[src/rtl/bas_pkg.sv]
// Shared widths, tag codes and pipeline payload types for the BAS fitness evaluator.
package bas_pkg;

  localparam int unsigned POS_W  = 16;
  localparam int unsigned DIFF_W = POS_W + 1;
  localparam int unsigned SQ_W   = 2 * POS_W;
  localparam int unsigned SUM_W  = SQ_W + 1;
  localparam int unsigned FIT_W  = 40;
  localparam int unsigned TAG_W  = 2;
  localparam int unsigned CNT_W  = 16;

  localparam logic [TAG_W-1:0] TAG_BODY  = 2'd0;
  localparam logic [TAG_W-1:0] TAG_LEFT  = 2'd1;
  localparam logic [TAG_W-1:0] TAG_RIGHT = 2'd2;

  typedef struct packed {
    logic [POS_W-1:0] x;
    logic [POS_W-1:0] y;
    logic [TAG_W-1:0] tag;
  } cand_t;

  // Diffs are two's complement in DIFF_W bits.
  typedef struct packed {
    logic [DIFF_W-1:0] dx;
    logic [DIFF_W-1:0] dy;
    cand_t             c;
  } s1_t;

  typedef struct packed {
    logic [SQ_W-1:0] sqx;
    logic [SQ_W-1:0] sqy;
    cand_t           c;
  } s2_t;

  typedef struct packed {
    logic [SUM_W-1:0] sum;
    cand_t            c;
  } s3_t;

  // Magnitude of a two's complement diff; always fits POS_W bits.
  function automatic logic [POS_W-1:0] diff_mag(input logic [DIFF_W-1:0] d);
    return d[DIFF_W-1] ? POS_W'(-d) : POS_W'(d);
  endfunction

endpackage

[src/rtl/bas_fit_stage.sv]
// Generic valid/ready pipeline register; ready_c_o is combinational from ready_i.
module bas_fit_stage #(
  parameter int unsigned W = 8
) (
  input  logic         clock,
  input  logic         reset,
  input  logic         valid_i,
  output logic         ready_c_o,
  input  logic [W-1:0] data_i,
  output logic         valid_o,
  input  logic         ready_i,
  output logic [W-1:0] data_o
);

  logic         valid_q;
  logic [W-1:0] data_q;

  assign ready_c_o = !valid_q || ready_i;
  assign valid_o   = valid_q;
  assign data_o    = data_q;

  // Load whenever empty or draining; payload only moves with a valid beat.
  always_ff @(posedge clock) begin
    if (reset) begin
      valid_q <= 1'b0;
      data_q  <= '0;
    end else if (ready_c_o) begin
      valid_q <= valid_i;
      if (valid_i) begin
        data_q <= data_i;
      end
    end
  end

endmodule

[src/rtl/bas_fitness_eval.sv]
// Three-stage squared-distance cost evaluator for the BAS core.
// Optional best-candidate tracking enabled by defining BAS_FIT_BEST_EN.
module bas_fitness_eval
  import bas_pkg::*;
#(
  parameter logic [POS_W-1:0] TARGET_X = 16'h8000,
  parameter logic [POS_W-1:0] TARGET_Y = 16'h8000
) (
  input  logic             clock,
  input  logic             reset,
  input  logic             load,
  input  logic             in_valid,
  output logic             in_ready,
  input  logic [POS_W-1:0] in_x,
  input  logic [POS_W-1:0] in_y,
  input  logic [TAG_W-1:0] in_tag,
  output logic             out_valid,
  input  logic             out_ready,
  output logic [FIT_W-1:0] out_value,
  output logic [POS_W-1:0] out_x,
  output logic [POS_W-1:0] out_y,
  output logic [TAG_W-1:0] out_tag,
  output logic [CNT_W-1:0] eval_count
`ifdef BAS_FIT_BEST_EN
  ,
  output logic             best_valid,
  output logic [FIT_W-1:0] best_value,
  output logic [POS_W-1:0] best_x,
  output logic [POS_W-1:0] best_y
`endif
);

  s1_t s1_d, s1_q;
  s2_t s2_d, s2_q;
  s3_t s3_d, s3_q;
  logic s1_valid, s2_valid, s3_valid;
  logic s1_ready, s2_ready, s3_ready;
  logic xfer;
  logic [POS_W-1:0] mag_x, mag_y;
  logic [CNT_W-1:0] count_d, count_q;

  // Inter-stage arithmetic: diffs, squares of magnitudes, sum.
  always_comb begin
    s1_d.dx = {1'b0, in_x} - {1'b0, TARGET_X};
    s1_d.dy = {1'b0, in_y} - {1'b0, TARGET_Y};
    s1_d.c  = '{x: in_x, y: in_y, tag: in_tag};
    mag_x   = diff_mag(s1_q.dx);
    mag_y   = diff_mag(s1_q.dy);
    s2_d.sqx = SQ_W'(mag_x) * SQ_W'(mag_x);
    s2_d.sqy = SQ_W'(mag_y) * SQ_W'(mag_y);
    s2_d.c   = s1_q.c;
    s3_d.sum = SUM_W'(s2_q.sqx) + SUM_W'(s2_q.sqy);
    s3_d.c   = s2_q.c;
  end

  bas_fit_stage #(.W($bits(s1_t))) u_s1 (
    .clock(clock), .reset(reset),
    .valid_i(in_valid), .ready_c_o(s1_ready), .data_i(s1_d),
    .valid_o(s1_valid), .ready_i(s2_ready), .data_o(s1_q)
  );

  bas_fit_stage #(.W($bits(s2_t))) u_s2 (
    .clock(clock), .reset(reset),
    .valid_i(s1_valid), .ready_c_o(s2_ready), .data_i(s2_d),
    .valid_o(s2_valid), .ready_i(s3_ready), .data_o(s2_q)
  );

  bas_fit_stage #(.W($bits(s3_t))) u_s3 (
    .clock(clock), .reset(reset),
    .valid_i(s2_valid), .ready_c_o(s3_ready), .data_i(s3_d),
    .valid_o(s3_valid), .ready_i(out_ready), .data_o(s3_q)
  );

  assign in_ready  = s1_ready && !reset;
  assign out_valid = s3_valid;
  assign out_value = FIT_W'(s3_q.sum);
  assign out_x     = s3_q.c.x;
  assign out_y     = s3_q.c.y;
  assign out_tag   = s3_q.c.tag;
  assign xfer      = s3_valid && out_ready;

  // Saturating completion counter; load takes priority over a same-cycle transfer.
  always_comb begin
    count_d = count_q;
    if (load) begin
      count_d = '0;
    end else if (xfer && (count_q != '1)) begin
      count_d = count_q + CNT_W'(1);
    end
  end

  always_ff @(posedge clock) begin
    if (reset) begin
      count_q <= '0;
    end else begin
      count_q <= count_d;
    end
  end

  assign eval_count = count_q;

`ifdef BAS_FIT_BEST_EN
  logic             best_valid_d, best_valid_q;
  logic [FIT_W-1:0] best_value_d, best_value_q;
  logic [POS_W-1:0] best_x_d, best_x_q, best_y_d, best_y_q;

  // Strictly-lower cost replaces the best; ties keep the earlier entry.
  always_comb begin
    best_valid_d = best_valid_q;
    best_value_d = best_value_q;
    best_x_d     = best_x_q;
    best_y_d     = best_y_q;
    if (load) begin
      best_valid_d = 1'b0;
      best_value_d = '0;
      best_x_d     = '0;
      best_y_d     = '0;
    end else if (xfer && (!best_valid_q || (out_value < best_value_q))) begin
      best_valid_d = 1'b1;
      best_value_d = out_value;
      best_x_d     = out_x;
      best_y_d     = out_y;
    end
  end

  always_ff @(posedge clock) begin
    if (reset) begin
      best_valid_q <= 1'b0;
      best_value_q <= '0;
      best_x_q     <= '0;
      best_y_q     <= '0;
    end else begin
      best_valid_q <= best_valid_d;
      best_value_q <= best_value_d;
      best_x_q     <= best_x_d;
      best_y_q     <= best_y_d;
    end
  end

  assign best_valid = best_valid_q;
  assign best_value = best_value_q;
  assign best_x     = best_x_q;
  assign best_y     = best_y_q;
`endif

endmodule

[config.mk]
export PLATFORM = sky130hd
export DESIGN_NAME = bas_fitness_eval
export DESIGN_NICKNAME = d
export VERILOG_FILES = /design/src/rtl/bas_pkg.sv /design/src/rtl/bas_fit_stage.sv /design/src/rtl/bas_fitness_eval.sv
export SDC_FILE = /design/constraint.sdc
export NUM_CORES = 1
export LEC_CHECK = 0
export ABC_AREA = 1
export CAP_MARGIN = 40
export CORE_ASPECT_RATIO = 0.9
export CORE_MARGIN = 5
export CORE_UTILIZATION = 45
export DETAILED_ROUTE_END_ITERATION = 8
export HOLD_SLACK_MARGIN = 0.03
export PLACE_DENSITY = 0.66
export SKIP_LAST_GASP = 1
export SYNTH_ARGS = -nofsm -noshare
export SYNTH_HDL_FRONTEND = slang
export SYNTH_SLANG_ARGS = --single-unit
[constraint.sdc]
create_clock -name clock -period 14.2 [get_ports clock]
set_input_delay 2.13 -clock clock [delete_from_list [all_inputs] [get_ports clock]]
set_output_delay 2.13 -clock clock [all_outputs]
set_load 0.05 [all_outputs]
==> results.toml <==
[clock_network]
cts_setup_buffers = 0
cts_hold_buf = 0
path_clk_slew_ns = 0.07
ctsResizeCount = 0
clkLatencyLatePin_ns = 0.56
cts_buffer_depth = 3
cts_sinks = 216
cts_tree = "done"
cts_root_buf = "clkbuf_16"
numCtsBuffers = 26
h-tree-depth = 1

[global_route]
grt_max_degree = 111
grt_overflow = 0
antenna_found_initial = 1
grtUsageTotal = 0.219
grt_pass1_wl_um = 115000
grt_pass1_vias = 22300

[placed_design]
dp_cells = 4633
numPortBuffers = 123
place_congestion = 0.946
detailed_place_hpwl_um = 56600
place_area_um2 = 28500

[worst_setup_path]
cp.arrival_ns = 7.80
regToRegSetupSlack_ns = 6.85
r2r_start = "u_s1.data_o[51]"
end_kind = "register"
cp-start-kind = "register"
critPathKind = "reg2reg"
r2r-end = "u_s2.data_o[88]"
slowest_stage = "inv_1"
crit_top_cell = "inv_1"
critPathMaxStageDelay_ns = 0.54
required_ns = 14.65
worst-path-max-fanout = 22
rr_worst_depth = 29

[routing]
viasPerCell = 4.87
drt-pass1-iter-count = 9
wl_met3_um = 5030
drc = 0
wl_met1_um = 32700
drtAntennaViolNets = 0
drt_iter0_markers = 1748
num_vias = 22800
highest_layer = "met4"
post_drt_wl_per_cell_um = 14.8
totalWireLength_um = 69400
wl_met2_um = 30200

[sta]
period_needed_ns = 7.35
post-route-period-util = 0.517
drv_slew = 0
fin_skew_ns = 0.0225
rsz0062_at_grt = "no"
max_slew.worst_pin.slew_ns = 0.912
slew_headroom = 0.392
setup_violations = 0
hold_viol = 0
timing.hold.ws_ns = 0.468
max_freq_mhz = 136
finalSetupTns_ns = 0

[synthesis]
yosys_register_bits = 216
syn_area_per_cell_um2 = 6.99
synthSimpleGateAreaFrac = 0.243
muxShareOfSynthArea = 0
synth_top_area_cell = "fa_1"
synthAdderAreaFrac = 0.354
synth_top_family_by_area = "adder cells"
synth.most_common_cell = "inv_1"
synth-edff-count = 0
synth_flop_cell = "dfxtp_1"
synth_area_leaders = "fa_1, dfxtp_1, inv_1, nand2_1, ha_1"
synth_compound_area_frac = 0.0699
async_flop_share = 0
synthXorXnorAreaFrac = 0.0221
synthTopCellsByCount = "inv_1, nand2_1, nor2_1, fa_1, ha_1"
yosysWarnings = 0
yosysSeqAreaShare = 0.163
netlist.area_leader.share = 0.246
syn_inst = 3794
syn-cell-area_um2 = 26500
yosysUniqueCellTypes = 46

[hold_path]
hp-class = "reg2reg"
min_from = "u_s1.data_o[17]"
min_delay_path_depth = 2
min_to = "u_s1.data_o[17]"

[power]
p_leak_nw = 16.2
p_per_area_nw_per_um2 = 212
vdd_ir_drop_max_uv = 168

[finish]
postLayoutCoreUtil = 0.503
final_cells = 4679
area_growth_pct = 10.8
nets = 4481
antenna_cells = 0
fill_cells = 5849
stdcell_area_um2 = 29400
layout-drive-gt1-share = 0.0300

[floorplanning]
core-area_um2 = 58300
initial_utilization = 0.454
rows = 84
io-pin-count = 131
design.die.area_um2 = 63900
die_x_um = 266
die_h_um = 240

[run]
drv_cap = 0

[status]
status = "complete, no violations"
power by group:
part / switching, mW / internal (mW)
logic: 3.14 / 1.65
clock network: 0.284 / 0.429
registers: 0.0549 / 0.675
total: 3.47 / 2.76
final cells by class:
type | instances | area, um^2 | area share
clock buffers | 35 | 756 | 0.0257
multi-input cells | 2590 | 18400 | 0.626
clock inverters | 11 | 151 | 0.00515
well taps | 774 | 968 | 0.0330
inverters | 916 | 3450 | 0.117
repair buffers | 137 | 1350 | 0.0460
flip-flops and latches | 216 | 4320 | 0.147
worst max-delay path by stage:
stage | startpoint | endpoint | depth (start not counted) | slack (ns)
after floorplan | u_s1.data_o[51] | u_s2.data_o[89] | 32 | 7.70
final | u_s1.data_o[51] | u_s2.data_o[88] | 29 | 6.85
after global placement | u_s1.data_o[51] | u_s2.data_o[97] | 31 | 6.56
after detailed placement | u_s1.data_o[51] | u_s2.data_o[88] | 29 | 6.89
after CTS | u_s1.data_o[51] | u_s2.data_o[88] | 31 | 6.88
after global routing | u_s1.data_o[51] | u_s2.data_o[86] | 28 | 6.33
flip-flops by register name, summed over array words and instances, names as in the netlist:
signal,count
u_s2.data_o,94
u_s3.data_o,67
u_s1.data_o,36
eval_count,16
u_s1.valid_o,1
u_s2.valid_o,1
u_s3.valid_o,1
logic make-up (layout without fill, tap and decap cells):
group           count (synthesis)  after routing
fa+ha+maj                     555            555
flops                         216            216
xor+xnor                       61             61
buf+inv                      1015           1099
compound gates                353            353
other cells                     2             29
simple gates                 1592           1592
metal layers:
metal,vias up,global-route usage
met5,-,0
met4,0,0.0409
met3,87,0.0370
li1,11500,-
met1,10500,0.315
met2,670,0.354
placed cells by master, fill, tap and decap left out, types with 26 or more instances in the layout:
master           count
a21oi_1            141
clkbuf_16           27
clkdlybuf4s50_1    122
conb_1              29
dfxtp_1            216
fa_1               326
ha_1               229
inv_1              890
nand2_1            808
nand3_1            152
nand4_1             26
nor2_1             531
nor3_1              34
o21ai_0            180
xor2_1              43
metrics by stage:
step | setup slack (ns) | power [mW]
floorplan | 7.70 | 4.24
global placement | 6.56 | 5.41
detailed placement | 6.89 | 5.45
CTS | 6.88 | 6.21
global route | 6.33 | 7.00
finish | 6.85 | 6.23
worst max-delay path, delay by kind of cell, from the launching register on:
kind	cells	cell delay, ns
AO/OA/AOI/OAI	3	0.51
AND/OR/NAND/NOR	10	1.65
adder cells (fa/ha/maj)	8	3.58
buffers and inverters	8	1.17
flip-flops	1	0.31
No activity file was read; power rests on OpenSTA's default activity.
